### config.mk
export PLATFORM = sky130hd
export DESIGN_NAME = if_fetch_responder_flat
export DESIGN_NICKNAME = d
export VERILOG_FILES = /design/src/rtl/if_fetch_responder_if.sv /design/src/rtl/if_fetch_responder.sv /design/src/flat_wrapper.sv
export SDC_FILE = /design/constraint.sdc
export NUM_CORES = 1
export LEC_CHECK = 0
export CORE_UTILIZATION = 57
export CTS_BUF_LIST = sky130_fd_sc_hd__clkbuf_2
export CTS_CLUSTER_DIAMETER = 200
export DETAILED_ROUTE_END_ITERATION = 12
export PLACE_DENSITY = 0.83
export SYNTH_ARGS = -nofsm -noshare
export SYNTH_HDL_FRONTEND = slang
export SYNTH_SLANG_ARGS = --single-unit
### constraint.sdc
create_clock -name clk -period 6.2 [get_ports clk]
set_input_delay 1.24 -clock clk [delete_from_list [all_inputs] [get_ports clk]]
set_output_delay 1.24 -clock clk [all_outputs]
set_load 0.01 [all_outputs]
### src/rtl/if_fetch_responder_if.sv
// Instruction fetch bus bundle between the core, this responder and the instruction memory.
// The slave modport is the responder's view; the master modport is the core plus memory side.
interface if_fetch_responder_if #(
  parameter int XLEN        = 32,
  parameter int PARCEL_SIZE = 32
);
  logic [XLEN-1:0]            if_nxt_pc;
  logic                       if_stall_nxt_pc;
  logic                       if_stall;
  logic                       if_flush;
  logic [PARCEL_SIZE-1:0]     if_parcel;
  logic [XLEN-1:0]            if_parcel_pc;
  logic [PARCEL_SIZE/16-1:0]  if_parcel_valid;
  logic                       if_parcel_misaligned;
  logic                       if_parcel_page_fault;
  logic                       mem_req;
  logic [XLEN-1:0]            mem_adr;
  logic                       mem_ack;
  logic [31:0]                mem_q;
  logic                       mem_err;

  modport slave (
    input  if_nxt_pc, if_stall, if_flush, mem_ack, mem_q, mem_err,
    output if_stall_nxt_pc, if_parcel, if_parcel_pc, if_parcel_valid,
           if_parcel_misaligned, if_parcel_page_fault, mem_req, mem_adr
  );

  modport master (
    output if_nxt_pc, if_stall, if_flush, mem_ack, mem_q, mem_err,
    input  if_stall_nxt_pc, if_parcel, if_parcel_pc, if_parcel_valid,
           if_parcel_misaligned, if_parcel_page_fault, mem_req, mem_adr
  );
endinterface

### src/rtl/if_fetch_responder.sv
// Memory-side fetch responder: issues word reads for accepted PCs and returns parcels in order,
// tagged with PC, misaligned and fault flags; acks for flushed requests are counted and dropped.
module if_fetch_responder #(
  parameter int XLEN        = 32,
  parameter int PARCEL_SIZE = 32,
  parameter int DEPTH       = 4
) (
  input logic                  clk,
  input logic                  rst,
  if_fetch_responder_if.slave  bus
);

  localparam int AW = $clog2(DEPTH);
  localparam int CW = AW + 1;

  typedef struct packed {
    logic [XLEN-1:0]        pc;
    logic [PARCEL_SIZE-1:0] data;
    logic                   done;
    logic                   misaligned;
    logic                   fault;
  } entry_t;

  entry_t          fifo [DEPTH];
  logic [AW-1:0]   rd_ptr, wr_ptr;
  logic [CW-1:0]   occ;       // entries held (issued, buffered or misaligned)
  logic [CW-1:0]   pend_cnt;  // entries still waiting for their mem_ack
  logic [CW-1:0]   drop_cnt;  // acks still owed to flushed requests

  logic            req_mis;
  logic [CW:0]     budget;
  logic            stall_nxt;
  logic            push, push_aligned, pop;
  logic            head_valid;
  logic            ack_drop, ack_fill;
  logic [AW-1:0]   ack_idx;

  // Not-done entries always form the newest pend_cnt slots: misaligned entries only enter an
  // empty FIFO and acks complete in order, so the oldest pending slot is wr_ptr - pend_cnt.
  always_comb begin
    // NOTE: every always_comb output gets a default first so no path can infer a latch.
    req_mis      = |bus.if_nxt_pc[1:0];
    budget       = {1'b0, occ} + {1'b0, drop_cnt};
    stall_nxt    = rst | bus.if_flush | (budget == (CW+1)'(DEPTH)) | (req_mis & (occ != '0));
    push         = ~stall_nxt;
    push_aligned = push & ~req_mis;
    head_valid   = ~rst & (occ != '0) & fifo[rd_ptr].done;
    pop          = head_valid & ~bus.if_stall;
    ack_drop     = bus.mem_ack & (drop_cnt != '0);
    ack_fill     = bus.mem_ack & (drop_cnt == '0) & (pend_cnt != '0);
    ack_idx      = wr_ptr - pend_cnt[AW-1:0];
  end

  always_comb begin
    bus.if_stall_nxt_pc      = stall_nxt;
    bus.mem_req              = push_aligned;
    bus.mem_adr              = '0;
    bus.if_parcel            = '0;
    bus.if_parcel_pc         = '0;
    bus.if_parcel_valid      = '0;
    bus.if_parcel_misaligned = 1'b0;
    bus.if_parcel_page_fault = 1'b0;
    if (push_aligned) begin
      bus.mem_adr = {bus.if_nxt_pc[XLEN-1:2], 2'b00};
    end
    if (head_valid) begin
      bus.if_parcel            = fifo[rd_ptr].data;
      bus.if_parcel_pc         = fifo[rd_ptr].pc;
      bus.if_parcel_valid      = '1;
      bus.if_parcel_misaligned = fifo[rd_ptr].misaligned;
      bus.if_parcel_page_fault = fifo[rd_ptr].fault;
    end
  end

  always_ff @(posedge clk) begin
    if (rst) begin
      rd_ptr   <= '0;
      wr_ptr   <= '0;
      occ      <= '0;
      pend_cnt <= '0;
      drop_cnt <= '0;
    end else if (bus.if_flush) begin
      // An ack in the flush cycle settles against the pre-flush counts, so it is not re-owed.
      rd_ptr   <= '0;
      wr_ptr   <= '0;
      occ      <= '0;
      pend_cnt <= '0;
      drop_cnt <= drop_cnt + pend_cnt - CW'(ack_drop | ack_fill);
    end else begin
      if (push) wr_ptr <= wr_ptr + 1'b1;
      if (pop)  rd_ptr <= rd_ptr + 1'b1;
      occ      <= occ + CW'(push) - CW'(pop);
      pend_cnt <= pend_cnt + CW'(push_aligned) - CW'(ack_fill);
      if (ack_drop) drop_cnt <= drop_cnt - 1'b1;
    end
  end

  // NOTE: the entry storage has no reset; occ gates every read, so stale slot contents are never seen.
  always_ff @(posedge clk) begin
    if (push) begin
      fifo[wr_ptr] <= '{pc: bus.if_nxt_pc, data: '0, done: req_mis, misaligned: req_mis, fault: 1'b0};
    end
    if (ack_fill && !rst && !bus.if_flush) begin
      fifo[ack_idx].data  <= bus.mem_err ? '0 : PARCEL_SIZE'(bus.mem_q);
      fifo[ack_idx].fault <= bus.mem_err;
      fifo[ack_idx].done  <= 1'b1;
    end
  end

endmodule

### src/flat_wrapper.sv
// flat-port wrapper written by rule: the top's interface ports become plain ports
module if_fetch_responder_flat 
#(
  parameter int XLEN        = 32,
  parameter int PARCEL_SIZE = 32,
  parameter int DEPTH       = 4
)
  (clk, rst, bus_if_nxt_pc, bus_if_stall, bus_if_flush, bus_mem_ack, bus_mem_q, bus_mem_err, bus_if_stall_nxt_pc, bus_if_parcel, bus_if_parcel_pc, bus_if_parcel_valid, bus_if_parcel_misaligned, bus_if_parcel_page_fault, bus_mem_req, bus_mem_adr);
  if_fetch_responder_if #(.XLEN(XLEN), .PARCEL_SIZE(PARCEL_SIZE)) bus_i ();
  input logic clk;
  input logic rst;
  input wire logic [$bits(bus_i.if_nxt_pc)-1:0] bus_if_nxt_pc;
  input wire logic [$bits(bus_i.if_stall)-1:0] bus_if_stall;
  input wire logic [$bits(bus_i.if_flush)-1:0] bus_if_flush;
  input wire logic [$bits(bus_i.mem_ack)-1:0] bus_mem_ack;
  input wire logic [$bits(bus_i.mem_q)-1:0] bus_mem_q;
  input wire logic [$bits(bus_i.mem_err)-1:0] bus_mem_err;
  output wire logic [$bits(bus_i.if_stall_nxt_pc)-1:0] bus_if_stall_nxt_pc;
  output wire logic [$bits(bus_i.if_parcel)-1:0] bus_if_parcel;
  output wire logic [$bits(bus_i.if_parcel_pc)-1:0] bus_if_parcel_pc;
  output wire logic [$bits(bus_i.if_parcel_valid)-1:0] bus_if_parcel_valid;
  output wire logic [$bits(bus_i.if_parcel_misaligned)-1:0] bus_if_parcel_misaligned;
  output wire logic [$bits(bus_i.if_parcel_page_fault)-1:0] bus_if_parcel_page_fault;
  output wire logic [$bits(bus_i.mem_req)-1:0] bus_mem_req;
  output wire logic [$bits(bus_i.mem_adr)-1:0] bus_mem_adr;
  assign bus_i.if_nxt_pc = bus_if_nxt_pc;
  assign bus_i.if_stall = bus_if_stall;
  assign bus_i.if_flush = bus_if_flush;
  assign bus_i.mem_ack = bus_mem_ack;
  assign bus_i.mem_q = bus_mem_q;
  assign bus_i.mem_err = bus_mem_err;
  assign bus_if_stall_nxt_pc = bus_i.if_stall_nxt_pc;
  assign bus_if_parcel = bus_i.if_parcel;
  assign bus_if_parcel_pc = bus_i.if_parcel_pc;
  assign bus_if_parcel_valid = bus_i.if_parcel_valid;
  assign bus_if_parcel_misaligned = bus_i.if_parcel_misaligned;
  assign bus_if_parcel_page_fault = bus_i.if_parcel_page_fault;
  assign bus_mem_req = bus_i.mem_req;
  assign bus_mem_adr = bus_i.mem_adr;
  if_fetch_responder #(.XLEN(XLEN), .PARCEL_SIZE(PARCEL_SIZE), .DEPTH(DEPTH)) u_core (.clk(clk), .rst(rst), .bus(bus_i));
endmodule
### Word-level counts from Yosys, hierarchy flattened

Memories as Yosys holds them, arrays and structs flattened. A register that Yosys moved wholly into a read port is not among the register bits.
Index checks and enable logic that the tools add are counted.

| storage, ports and cells | value |
|---|---|
| memories | 1 |
| bits in writable memories | 268 |
| output and inout bits | 102 |
| register bits after elaboration | 13 |

| cells by class | value |
|---|---|
| reduce and logical (&&, ||, !) cells | 11 |
| eq/ne operators | 1 |
| mux-type cells | 14 |
| bitwise logic cells | 16 |
| add/sub/neg operators | 11 |

Memories:

| name | depth | width | rd ports | clocked after memory_dff | wr ports | RTL line | RTL |
|---|---|---|---|---|---|---|---|
| u_core.fifo | 4 | 67 | 1 | 1 | 2 | if_fetch_responder.sv:24 | `entry_t fifo [DEPTH];` |

Operator list:

| kind | count |
|---|---|
| $mux W32 | 4 |
| $reduce_bool A3 Y1 | 3 |
| $and A1 B1 Y1 | 8 |
| $add A3 B1 Y3 | 2 |
| $mux W2 | 3 |
| $mux W3 | 2 |
| $sub A3 B1 Y3 | 2 |
| $mux W1 | 5 |
| $add A2 B1 Y2 const B | 2 |
| $add A3 B3 Y4 | 1 |
| $eq A4 B3 Y1 const B | 1 |
| $not A1 Y1 | 4 |
| $or A1 B1 Y1 | 4 |
| $reduce_or A2 Y1 | 2 |
| $add A3 B3 Y3 | 1 |
| $logic_not A3 Y1 | 1 |
| $sub A3 B1 Y3 const B | 1 |
| $sub A3 B3 Y3 | 1 |
| $logic_and A1 B1 Y1 | 2 |
| $logic_not A1 Y1 | 2 |
| $reduce_bool A2 Y1 | 1 |
| $sub A2 B2 Y2 | 1 |

### Logic depth before layout (Yosys ltp)

Gate-level depths: netlist (run 1).

| depth | value |
|---|---|
| depth after elaboration | 8 |
| depth in mapped cells | 16 |
| depth with buffers taken out | 15 |

### Worst setup path before layout (run 1)

OpenSTA, ideal clock, no wires.

| timing | value |
|---|---|
| kind | in2reg |
| start | input rst |
| end | memory u_core.fifo[0][0] (netlist bit) (enable) |
| data required time | 5.805 ns |
| cell stages on the path | 5 |
| arrival time | 4.483 ns |
| library setup time | 0.395 ns |
| setup slack | 1.323 ns |
| cells stage by stage | nor2_1 clkbuf_1 nand3_1 a21oi_1 nand2b_1 |

RTL lines:

| element | RTL line | RTL |
|---|---|---|
| start: declaration | flat_wrapper.sv:11 | `input logic rst;` |
| end: declaration | if_fetch_responder.sv:24 |  |

### Final worst setup path (run 1)

| timing | value |
|---|---|
| start | register u_core.occ[0] |
| end | output bus_mem_adr[21] |

| on the way | value |
|---|---|
| cells in the longest elaborated chain, start to end | 7 |
| elaborated cells on any way between the ends | 9 |
| classes of those cells | 1 x add/sub; 1 x eq/ne; 1 x mux; 5 x bitwise; 1 x reduce/logical |

Ends and longest elaborated chain:

| element | RTL line | RTL |
|---|---|---|
| start: declaration | if_fetch_responder.sv:26 | `logic [CW-1:0] occ;` |
| start signal: assignment | if_fetch_responder.sv:92 | `occ <= occ + CW'(push) - CW'(pop);` |
| $add A3 B3 Y4 | if_fetch_responder.sv:43 | `budget = {1'b0, occ} + {1'b0, drop_cnt};` |
| $eq A4 B3 Y1 | if_fetch_responder.sv:44 | `stall_nxt = rst \| bus.if_flush \| (budget == (CW+1)'(DEPTH)) \| (req_mis & (occ != '0));` |
| $or A1 B1 Y1 | if_fetch_responder.sv:44 |  |
| $or A1 B1 Y1 * | if_fetch_responder.sv:44 |  |
| $not A1 Y1 * | if_fetch_responder.sv:45 | `push = ~stall_nxt;` |
| $and A1 B1 Y1 * | if_fetch_responder.sv:46 | `push_aligned = push & ~req_mis;` |
| $mux W32 * | if_fetch_responder.sv:63 | `if (push_aligned) begin` |
| end: declaration | flat_wrapper.sv:25 | `output wire logic [$bits(bus_i.mem_adr)-1:0] bus_mem_adr;` |

Every way passes the cells marked *; elsewhere a longest branch is shown, timed or not.

==> results of run 1 <==
==> how the worst min path moves through the flow <==
stage	from	end	slack [ps]	depth (start not counted)
global placement	u_core.fifo[2][2]$_SDFFE_PP1P_	u_core.fifo[2][2]$_SDFFE_PP1P_	450	2
detailed placement	u_core.fifo[1][2]$_SDFFE_PP1P_	u_core.fifo[1][2]$_SDFFE_PP1P_	460	2
finish	u_core.fifo[2][2]$_SDFFE_PP1P_	u_core.fifo[2][2]$_SDFFE_PP1P_	480	2
floorplan	u_core.fifo[3][2]$_SDFFE_PP1P_	u_core.fifo[3][2]$_SDFFE_PP1P_	430	2
global route	u_core.fifo[1][2]$_SDFFE_PP1P_	u_core.fifo[1][2]$_SDFFE_PP1P_	500	2
CTS	u_core.fifo[2][2]$_SDFFE_PP1P_	u_core.fifo[2][2]$_SDFFE_PP1P_	480	2
==> layer usage <==
layer / track usage [%] / up-vias
met3: 4.89 / 44
met2: 39.8 / 306
met4: 9.80 / 0
met1: 30.2 / 3574
met5: 0 / -
li1: - / 3289
==> power groups by stage <==
| stage | Combinational [mW] | Sequential [mW] | Clock (mW) |
|---|---|---|---|
| 2_1_floorplan | 0.302 | 2.28 | 0 |
| 3_3_place_gp | 0.480 | 2.28 | 0 |
| 3_5_place_dp | 0.490 | 2.29 | 0 |
| 4_1_cts | 0.494 | 2.25 | 1.21 |
| 5_1_grt | 0.533 | 2.26 | 1.29 |
| 6_report | 0.489 | 2.25 | 1.18 |
==> state kept, by name, summed over array words and instances, names as in the netlist, named ones only <==
| name | count |
|---|---|
| u_core.fifo | 268 |
| u_core.drop_cnt | 3 |
| u_core.occ | 3 |
| u_core.pend_cnt | 3 |
| u_core.rd_ptr | 2 |
| u_core.wr_ptr | 2 |
==> logic make-up after synthesis <==
group,after synthesis,share of synthesized area [%]
simple gates,308,12.2
flops,283,67.7
buf+inv,68,3.08
mux,67,12.3
compound gates,22,1.53
fa+ha+maj,21,2.38
xor+xnor,11,0.785
other cells,1,0.0305
==> placed cells by master (no fill, tap or decap), types with 2 or more instances in the layout <==
cell type | Yosys | routed
sky130_fd_sc_hd__nand2b_2 | 0 | 4
sky130_fd_sc_hd__ha_1 | 17 | 17
sky130_fd_sc_hd__o2bb2ai_1 | 4 | 4
sky130_fd_sc_hd__nand2_1 | 43 | 43
sky130_fd_sc_hd__clkbuf_2 | 2 | 97
sky130_fd_sc_hd__nor2_1 | 142 | 142
sky130_fd_sc_hd__or2_2 | 2 | 2
sky130_fd_sc_hd__mux4_2 | 67 | 67
sky130_fd_sc_hd__dfxtp_4 | 0 | 2
sky130_fd_sc_hd__dfxtp_1 | 19 | 17
sky130_fd_sc_hd__clkdlybuf4s50_1 | 0 | 169
sky130_fd_sc_hd__clkinv_1 | 1 | 8
sky130_fd_sc_hd__edfxtp_1 | 264 | 264
sky130_fd_sc_hd__fa_1 | 4 | 4
sky130_fd_sc_hd__o21ai_0 | 2 | 2
sky130_fd_sc_hd__a21oi_1 | 6 | 2
sky130_fd_sc_hd__nor2b_1 | 70 | 70
sky130_fd_sc_hd__nand3_1 | 4 | 4
sky130_fd_sc_hd__inv_1 | 20 | 20
sky130_fd_sc_hd__conb_1 | 1 | 2
sky130_fd_sc_hd__xnor2_1 | 10 | 10
sky130_fd_sc_hd__inv_2 | 0 | 4
sky130_fd_sc_hd__buf_4 | 9 | 15
sky130_fd_sc_hd__nand2b_1 | 6 | 2
sky130_fd_sc_hd__bufinv_16 | 0 | 2
sky130_fd_sc_hd__a21oi_4 | 0 | 4
sky130_fd_sc_hd__and2_1 | 34 | 34
==> through the flow <==
step | total power [mW] | cells | cell area [µm²] | setup WS [ps] | hold WS, ps
after floorplan | 2.58 | 782 | 12300 | 1320 | 428
after global placement | 2.77 | 1194 | 14200 | 1240 | 448
after detailed placement | 2.78 | 1194 | 14200 | 1190 | 456
after CTS | 3.95 | 1305 | 14800 | 866 | 481
after global routing | 4.08 | 1306 | 14800 | 652 | 498
final | 3.92 | 1306 | 14800 | 971 | 482
==> cell type report <==
type | count | area (µm²) | share of cell area, %
inverters | 21 | 78.8 | 0.533
repair buffers | 184 | 1800 | 12.2
clock buffers | 97 | 485 | 3.28
multi-input cells | 431 | 3650 | 24.7
diodes | 1 | 2.50 | 0.0169
well taps | 275 | 344 | 2.33
clock inverters | 14 | 106 | 0.719
flip-flops and latches | 283 | 8320 | 56.2
==> cell usage after synthesis, types with 2 or more instances <==
cell type | number | area share [%]
sky130_fd_sc_hd__edfxtp_1 | 264 | 65
sky130_fd_sc_hd__nor2_1 | 142 | 4.3
sky130_fd_sc_hd__nor2b_1 | 70 | 3.6
sky130_fd_sc_hd__mux4_2 | 67 | 12
sky130_fd_sc_hd__nand2_1 | 43 | 1.3
sky130_fd_sc_hd__and2_1 | 34 | 1.7
sky130_fd_sc_hd__buf_2 | 21 | 0.86
sky130_fd_sc_hd__inv_1 | 20 | 0.61
sky130_fd_sc_hd__dfxtp_1 | 19 | 3.1
sky130_fd_sc_hd__ha_1 | 17 | 1.7
sky130_fd_sc_hd__xnor2_1 | 10 | 0.71
sky130_fd_sc_hd__buf_4 | 9 | 0.55
sky130_fd_sc_hd__buf_6 | 8 | 0.73
sky130_fd_sc_hd__a21oi_1 | 6 | 0.24
sky130_fd_sc_hd__clkbuf_1 | 6 | 0.18
sky130_fd_sc_hd__nand2b_1 | 6 | 0.31
sky130_fd_sc_hd__fa_1 | 4 | 0.65
sky130_fd_sc_hd__nand3_1 | 4 | 0.16
sky130_fd_sc_hd__o2bb2ai_1 | 4 | 0.29
sky130_fd_sc_hd__clkbuf_2 | 2 | 0.082
sky130_fd_sc_hd__o21ai_0 | 2 | 0.082
sky130_fd_sc_hd__or2_2 | 2 | 0.10
==> critical path: stages (launching register included) <==
cell and delay (ps):
sky130_fd_sc_hd__dfxtp_1 450, sky130_fd_sc_hd__ha_1 200, sky130_fd_sc_hd__inv_1 50, sky130_fd_sc_hd__fa_1 370
sky130_fd_sc_hd__nand2b_1 80, sky130_fd_sc_hd__o21ai_1 370, sky130_fd_sc_hd__a211oi_4 620, sky130_fd_sc_hd__buf_4 350
sky130_fd_sc_hd__and2_1 160, sky130_fd_sc_hd__clkdlybuf4s50_1 540
==> run_results.csv, run 1 <==
group,metric,value,unit
critical_path,worstPathRequired,4960,ps
run_status,run_status,"finished, final reports clean",
critical_path,reg2reg_to,"u_core.pend_cnt[2]$_SDFF_PP0_",
clock_tree,maximum_level_of_the_cts_h_tree,3,
floorplan,core_area,21100,µm²
routing,drtAntennaViolNets,0,
critical_path,setup.worst_path.class,"reg -> out",
clock_tree,postCtsResizedCells,0,
yosys,mappedNetlistArea,12300,µm²
timing,worst_slew_pin_slew,1170,ps
power,p_sw,0.978,mW
power,netSwitchingFraction,25.0,%
power,power.leakage,4.72,nW
clock_tree,cts_root_buf,"sky130_fd_sc_hd__clkbuf_2",
global_route,largest_net_degree_at_the_start_of_global_routing,67,
timing,final.setup.tns,0,ps
power,comb_power_share,12.5,%
critical_path,reg2regPathDepth,16,
cells_and_area,final_nets,1079,
critical_path,startpoint_of_the_worst_slack_reg_to_reg_timing_path,"u_core.occ[0]$_SDFF_PP0_",
global_route,track_usage,23.7,%
yosys,post_synth_num_cell_types,43,
routing,met3WireLength,1960,µm
clock_tree,tritoncts_num_sinks,283,
yosys,synth-edff-count,264,
worst_hold_path,min_path_type,"reg -> reg",
clock_tree,clock_path_buffers,3,
routing,met2RoutedLength,12900,µm
global_route,antenna_found_initial,1,
clock_tree,cts_made_buffers,67,
timing,finalCritPeriodShare,84.3,%
power,worst_ir_drop_vdd,0.000149,V
timing,final_hold_viol_count,0,
clock_tree,clkSlewWorstSetupHoldPaths,120,ps
power,power_report.internal_total,2.94,mW
cells_and_area,area_growth,20.4,%
clock_tree,worstSkewPairLatency,810,ps
critical_path,worstSetupStartpoint,"u_core.occ[0]$_SDFF_PP0_",
yosys,syn_area_per_cell,15.7,µm²
clock_tree,post-cts-setup-buffer-count,0,
routing,wire_per_inst,19.4,µm
global_route,grt_pass1_wl,39000,µm
floorplan,design.portCount,172,
placed_design,dp_hpwl,15100,µm
yosys,yosysWarningCount,0,
yosys,synth-async-reset-ratio,0,%
critical_path,worst_setup_path_endpoint,"bus_mem_adr[21]",
routing,viasPerCell,5.52,
clock_tree,cts.hold.buffers_added,0,
floorplan,design.die.area,22100,µm²
critical_path,end_kind,"primary output",
timing,finalSetupViolations,0,
power,part_of_the_power_in_the_clock_network,30.1,%
power,power_density,265,nW/µm²
timing,fin_worst_skew,77.1,ps
cells_and_area,fillCellCount,1384,
clock_tree,cts_tree,"done",
floorplan,placement_rows,53,
global_route,grt_pass1_vias,7550,
cells_and_area,finish.utilization,70.1,%
yosys,post_synth_inst_count,781,
global_route,globalRouteOverflowTotal,0,
critical_path,crit_fanout,25,
floorplan,effective_utilization_at_floorplan,58.2,%
critical_path,critical_path.startpoint_type,"register",
timing,timing.max_slew.rel_slack,21.8,%
cells_and_area,final_layout_size_suffix_gt1_share,20.3,%
job,max-cap-violations,0,
floorplan,die_width,149,µm
routing,finalWirelength,25300,µm
yosys,synthesized_flop_and_latch_total,283,
timing,timing.final.max_slew_violations,0,
timing,grt_setup_unrepaired,"no",
power,power.sequential.fraction,57.4,%
placed_design,placement.io_buffers,169,
placed_design,place.gp.congestion,0.832,
timing,finalWorstPathRequiredPeriod,5230,ps
routing,drt-initial-drc-count,480,
yosys,synth.yosys.seq_area_share,67.7,%
critical_path,reg2reg_slack,2170,ps
routing,highest_layer_used_for_signal_routing,"met4",
routing,route.layer.met1.wl,9950,µm
timing,max_freq,191,MHz
routing,detail_route.drc_violations,0,
yosys,dominantRegCellSynth,"sky130_fd_sc_hd__edfxtp_1",
routing,firstDrtPassIters,5,
routing,num_vias,7213,
floorplan,die_height,149,µm
critical_path,worst_ep_arrival_time,3990,ps
Note: power is estimated with default switching activity, not from simulation.
==> inputs of run 2 (changes only) <==
--- a/config.mk
+++ b/config.mk
@@ -5,11 +5,11 @@
 export SDC_FILE = /design/constraint.sdc
 export NUM_CORES = 1
 export LEC_CHECK = 0
-export CORE_UTILIZATION = 57
+export CORE_UTILIZATION = 51
 export CTS_BUF_LIST = sky130_fd_sc_hd__clkbuf_2
 export CTS_CLUSTER_DIAMETER = 200
 export DETAILED_ROUTE_END_ITERATION = 12
-export PLACE_DENSITY = 0.83
+export PLACE_DENSITY = 0.78
 export SYNTH_ARGS = -nofsm -noshare
 export SYNTH_HDL_FRONTEND = slang
 export SYNTH_SLANG_ARGS = --single-unit
==> constraint.sdc (replaced) <==
create_clock -name clk -period 4.29 [get_ports clk]
set_input_delay 0.858 -clock clk [delete_from_list [all_inputs] [get_ports clk]]
set_output_delay 0.858 -clock clk [all_outputs]
set_load 0.01 [all_outputs]
==> run 2 against run 1 <==
Sequential power grew 44%; clock-buffer cell count up 5; worst hold slack improved by 9.1 ps; sequential share of layout area shrank 1.4 points; via count is essentially flat; wire length up 1.9%; first-iteration DRC count grew 11%; global-route usage is 2.2 points lower; critical path depth rose by 2; critical endpoint is now bus_mem_adr[6].
==> run_results.csv, run 2 (synthesis gave the netlist of run 1 again) <==
group,metric,value,unit
critical_path,worst_ep_arrival_time,3180,ps
clock_tree,cts_tree,"done",
critical_path,critical_path.startpoint_type,"register",
cells_and_area,area_growth,23.7,%
timing,max_freq,248,MHz
floorplan,placement_rows,56,
floorplan,design.portCount,172,
power,power_density,383,nW/µm²
global_route,grt_pass1_wl,39400,µm
clock_tree,cts_made_buffers,70,
critical_path,worst_setup_path_endpoint,"bus_mem_adr[6]",
routing,wire_per_inst,18.7,µm
placed_design,place.gp.congestion,0.766,
clock_tree,clkSlewWorstSetupHoldPaths,90,ps
critical_path,crit_fanout,15,
routing,drt-initial-drc-count,534,
global_route,track_usage,21.5,%
critical_path,critical_path_buf_inv_count,5,
timing,worst_slew_pin_slew,720,ps
critical_path,timing.critical_path.cells,"ha_1, inv_1, fa_1, nor2b_1, nor4b_4, buf_6, a211oi_4, buf_4, bufbuf_16, and2_1, dlygate4sd2_1",
routing,detail_route.drc_violations,0,
job,max-cap-violations,0,
timing,finalWorstPathRequiredPeriod,4040,ps
critical_path,setup.worst_path.class,"reg -> out",
critical_path,reg2reg_slack,1010,ps
critical_path,worstSetupStartpoint,"u_core.drop_cnt[0]$_SDFFE_PP0P_",
critical_path,max_stage_delay,380,ps
cells_and_area,mostFrequentLayoutCell,"sky130_fd_sc_hd__edfxtp_1",
clock_tree,cts_root_buf,"sky130_fd_sc_hd__clkbuf_2",
cells_and_area,mostFrequentLayoutCells,"sky130_fd_sc_hd__edfxtp_1, sky130_fd_sc_hd__nor2_1, sky130_fd_sc_hd__clkdlybuf4s50_1",
clock_tree,worstSkewPairLatency,820,ps
global_route,grt_pass1_vias,7544,
cells_and_area,registers.top_by_ff_count,"u_core.fifo",
run_status,run_status,"finished, final reports clean",
power,post-layout-total-power,5.82,mW
power,power.leakage,5.26,nW
critical_path,worstPathRequired,3430,ps
global_route,antenna_found_initial,2,
critical_path,wp_depth,11,
clock_tree,clock_path_buffers,3,
timing,timing.max_slew.rel_slack,51.9,%
power,worst_ir_drop_vdd,0.000196,V
global_route,largest_net_degree_at_the_start_of_global_routing,47,
placed_design,placement.cell_area,14400,µm²
cells_and_area,final_design_area_no_fill,15200,µm²
timing,final_hold_viol_count,0,
global_route,globalRouteOverflowTotal,0,
floorplan,die_height,157,µm
critical_path,reg2reg_to,"u_core.pend_cnt[2]$_SDFF_PP0_",
clock_tree,maximum_level_of_the_cts_h_tree,3,
placed_design,dp_hpwl,15200,µm
timing,fin_worst_hold_slack,491,ps
cells_and_area,fillCellCount,1784,
cells_and_area,largest_register_ffs,268,
timing,finalSetupViolations,0,
critical_path,cpLargestDelayFamily,"buffers and inverters",
routing,finalWirelength,25800,µm
worst_hold_path,min_path_type,"reg -> reg",
routing,drtAntennaViolNets,0,
timing,timing.final.max_slew_violations,0,
timing,layout_setup_ws,250,ps
floorplan,design.die.area,24700,µm²
critical_path,startpoint_of_the_worst_slack_reg_to_reg_timing_path,"u_core.drop_cnt[0]$_SDFFE_PP0P_",
critical_path,end_kind,"primary output",
critical_path,timing.critical_path.slowest_stage_cell,"sky130_fd_sc_hd__dfxtp_2",
placed_design,placement.io_buffers,169,
placed_design,placement.setup.worst_slack,333,ps
cells_and_area,final_nets,1100,
timing,finalCritPeriodShare,94.2,%
clock_tree,tritoncts_num_sinks,283,
routing,num_vias,7220,
floorplan,die_width,157,µm
cells_and_area,final_layout_size_suffix_gt1_share,22.6,%
clock_tree,cts.hold.buffers_added,0,
floorplan,effective_utilization_at_floorplan,52.2,%
routing,firstDrtPassIters,6,
timing,fin_worst_skew,80.5,ps
floorplan,core_area,23500,µm²
critical_path,reg2regPathDepth,18,
routing,viasPerCell,5.25,
==> run 2: worst min-delay path by stage <==
stage,start,endpoint,slack [ps],cells past startpoint
6_report,u_core.fifo[3][2]$_SDFFE_PP1P_,u_core.fifo[3][2]$_SDFFE_PP1P_,490,2
5_1_grt,u_core.fifo[2][2]$_SDFFE_PP1P_,u_core.fifo[2][2]$_SDFFE_PP1P_,500,2
4_1_cts,u_core.fifo[0][2]$_SDFFE_PP1P_,u_core.fifo[0][2]$_SDFFE_PP1P_,480,2
3_5_place_dp,u_core.fifo[0][2]$_SDFFE_PP1P_,u_core.fifo[0][2]$_SDFFE_PP1P_,460,2
3_3_place_gp,u_core.fifo[0][2]$_SDFFE_PP1P_,u_core.fifo[0][2]$_SDFFE_PP1P_,450,2
2_1_floorplan,u_core.fifo[3][2]$_SDFFE_PP1P_,u_core.fifo[3][2]$_SDFFE_PP1P_,430,2
==> run 2: layout make-up <==
cell class | instances | area, µm² | share of cell area [%]
Multi-Input combinational cell | 431 | 3650 | 24.1
Clock inverter | 16 | 149 | 0.981
Tap cell | 319 | 399 | 2.63
Inverter | 21 | 78.8 | 0.519
Sequential cell | 283 | 8320 | 54.8
Clock buffer | 102 | 510 | 3.36
Antenna cell | 1 | 2.50 | 0.0165
Timing Repair Buffer | 202 | 2070 | 13.6
==> run 2: routing by layer <==
| metal | wire length [µm] | share of wire, % | vias to the layer above | track usage, % |
|---|---|---|---|---|
| met5 | 12 | 0.047 | - | 0 |
| met4 | 372 | 1.4 | 2 | 7.63 |
| met3 | 1320 | 5.1 | 30 | 4.93 |
| met2 | 13600 | 53 | 215 | 37.5 |
| met1 | 10500 | 41 | 3643 | 26.0 |
| li1 | - | - | 3330 | - |
==> run 2: timing repair <==
| item | in CTS | in global routing |
|---|---|---|
| setup buffers | 4 | 3 |
| setup endpoints to repair | 31 | 24 |
| gates cloned | 1 | 0 |
| resized for setup | 21 | 17 |
| pin swaps | 1 | 0 |
==> run 2: worst min-delay path: cells and delay by family, from the launching register on <==
| kind | cells | cell delay, ps |
|---|---|---|
| flops | 1 | 350 |
| compound gates | 1 | 60 |
| simple gates | 1 | 50 |
==> run 2: power breakdown <==
part | internal (mW) | switching, mW
sequential | 3.19 | 0.0602
clock | 0.812 | 1.02
combinational | 0.365 | 0.373
==> run 2: stage by stage <==
step                      setup TNS (ps)  cells  utilization (%)
after floorplan                        0    782                -
after global placement                 0   1248             61.1
after detailed placement               0   1248             61.1
after CTS                              0   1371             64.1
after global routing               -6.53   1375             64.5
final                                  0   1375             64.5
==> inputs of run 3 (changes only) <==
--- a/config.mk
+++ b/config.mk
@@ -9,6 +9,7 @@
 export CTS_BUF_LIST = sky130_fd_sc_hd__clkbuf_2
 export CTS_CLUSTER_DIAMETER = 200
 export DETAILED_ROUTE_END_ITERATION = 12
+export MAX_ROUTING_LAYER = met4
 export PLACE_DENSITY = 0.78
 export SYNTH_ARGS = -nofsm -noshare
 export SYNTH_HDL_FRONTEND = slang
==> run 3 against run 2 <==
Fmax is 0.29% higher; global-route usage is 0.67 points higher; largest power group unchanged; via count is 0.21% higher; critical endpoint unchanged; highest routed layer is now met4; clock-buffer cell count stayed put; first-iteration DRC count is 8.2% higher; critical path depth stayed put.
==> run_results.csv, run 3 (synthesis gave the netlist of run 1 again) <==
group,metric,value,unit
timing,finalWorstPathRequiredPeriod,4030,ps
power,worst_ir_drop_vdd,0.000196,V
cells_and_area,mostFrequentLayoutCells,"sky130_fd_sc_hd__edfxtp_1, sky130_fd_sc_hd__nor2_1, sky130_fd_sc_hd__clkdlybuf4s50_1",
timing,timing.max_slew.rel_slack,51.9,%
cells_and_area,largest_register_ffs,268,
routing,firstDrtPassIters,5,
cells_and_area,registers.top_by_ff_count,"u_core.fifo",
timing,worst_slew_pin_slew,720,ps
timing,fin_worst_hold_slack,489,ps
critical_path,end_kind,"primary output",
job,max-cap-violations,0,
worst_hold_path,min_path_type,"reg -> reg",
routing,finalWirelength,25700,µm
cells_and_area,final_design_area_no_fill,15200,µm²
timing,final.setup.tns,0,ps
cells_and_area,area_growth,23.7,%
routing,viasPerCell,5.26,
cells_and_area,final_nets,1100,
routing,drt-initial-drc-count,578,
placed_design,dp_hpwl,15200,µm
run_status,run_status,"finished, final reports clean",
floorplan,die_height,157,µm
floorplan,design.die.area,24700,µm²
power,power.leakage,5.26,nW
clock_tree,worstSkewPairLatency,820,ps
placed_design,placement.io_buffers,169,
clock_tree,clkSlewWorstSetupHoldPaths,90,ps
power,power_density,383,nW/µm²
worst_hold_path,min_path_cells,2,
critical_path,reg2regPathDepth,18,
floorplan,die_width,157,µm
timing,finalCritPeriodShare,93.9,%
timing,final_hold_viol_count,0,
global_route,grt_pass1_wl,39400,µm
routing,detail_route.drc_violations,0,
cells_and_area,final_layout_size_suffix_gt1_share,22.6,%
placed_design,place_inst,1248,
timing,fin_worst_skew,84.9,ps
critical_path,worst_ep_arrival_time,3170,ps
clock_tree,cts_root_buf,"sky130_fd_sc_hd__clkbuf_2",
placed_design,place.gp.congestion,0.776,
clock_tree,cts.hold.buffers_added,0,
floorplan,design.portCount,172,
global_route,largest_net_degree_at_the_start_of_global_routing,47,
critical_path,worstPathRequired,3430,ps
cells_and_area,mostFrequentLayoutCell,"sky130_fd_sc_hd__edfxtp_1",
cells_and_area,final_cells,1376,
routing,num_vias,7235,
clock_tree,tritoncts_num_sinks,283,
placed_design,placement.cell_area,14400,µm²
timing,finalSetupViolations,0,
critical_path,setup.worst_path.class,"reg -> out",
clock_tree,maximum_level_of_the_cts_h_tree,3,
routing,drtAntennaViolNets,0,
timing,max_freq,248,MHz
global_route,antenna_found_initial,2,
floorplan,core_area,23500,µm²
timing,timing.final.max_slew_violations,0,
critical_path,critical_path.startpoint_type,"register",
clock_tree,cts_made_buffers,70,
clock_tree,clock_path_buffers,3,
critical_path,crit_fanout,15,
floorplan,placement_rows,56,
floorplan,effective_utilization_at_floorplan,52.2,%
global_route,globalRouteOverflowTotal,0,
global_route,track_usage,22.1,%
routing,wire_per_inst,18.7,µm
global_route,grt_pass1_vias,7553,
clock_tree,cts_tree,"done",
cells_and_area,finish.utilization,64.5,%
run 3: cell count changes in the layout (fill, tap and decap cells not counted):
cell and delta:
sky130_fd_sc_hd__diode_2 +1
run 3: report_power, final:
part / internal [mW] / switching [mW]
sequential: 3.19 / 0.0597
combinational: 0.365 / 0.374
clock: 0.812 / 1.01
run 3: per-stage QoR:
step	worst slack [ps]	total power [mW]
after floorplan	542	3.73
after global placement	481	4.01
after detailed placement	333	4.03
after CTS	46.5	5.86
after global routing	-14.5	6.10
final	261	5.81
run 3: critical path: stages (launching register included):
cell and delay, ps:
sky130_fd_sc_hd__dfxtp_2 380, sky130_fd_sc_hd__ha_1 180, sky130_fd_sc_hd__inv_1 50, sky130_fd_sc_hd__fa_1 370
sky130_fd_sc_hd__nor2b_1 170, sky130_fd_sc_hd__nor4b_4 220, sky130_fd_sc_hd__buf_6 140, sky130_fd_sc_hd__a211oi_4 50
sky130_fd_sc_hd__buf_4 150, sky130_fd_sc_hd__bufbuf_16 280, sky130_fd_sc_hd__and2_1 160, sky130_fd_sc_hd__dlygate4sd2_1 280
run 3: path summary, 6_finish.rpt:
path / start / end / slack (ps)
setup / recovery: u_core.drop_cnt[0]$_SDFFE_PP0P_ / bus_mem_adr[6] / 260
hold / removal: u_core.fifo[3][2]$_SDFFE_PP1P_ / u_core.fifo[3][2]$_SDFFE_PP1P_ / 490
setup reg to reg: u_core.drop_cnt[0]$_SDFFE_PP0P_ / u_core.pend_cnt[2]$_SDFF_PP0_ / 1010
hold reg to reg: u_core.fifo[3][2]$_SDFFE_PP1P_ / u_core.fifo[3][2]$_SDFFE_PP1P_ / 490
run 3: layout make-up:
| cell class | instances | area (µm²) |
|---|---|---|
| multi-input cells | 431 | 3650 |
| flip-flops and latches | 283 | 8320 |
| clock inverters | 16 | 149 |
| inverters | 21 | 78.8 |
| clock buffers | 102 | 510 |
| fillers | 1783 | 8360 |
| repair buffers | 202 | 2070 |
| well taps | 319 | 399 |
| diodes | 2 | 5.00 |
run 3: metal layers:
metal	up-vias	GRT usage, %	share of wire (%)
met4	0	7.40	1.7
li1	3334	-	-
met5	-	-	0
met2	247	37.5	53
met1	3614	26.1	40
met3	40	5.15	5.6
run 3: repair_timing:
action / 4_1_cts / 5_1_grt
setup buffers: 4 / 3
resized for setup: 21 / 17
cloned: 1 / 0
endpoints found under the setup margin: 31 / 28
pin swaps: 1 / 0
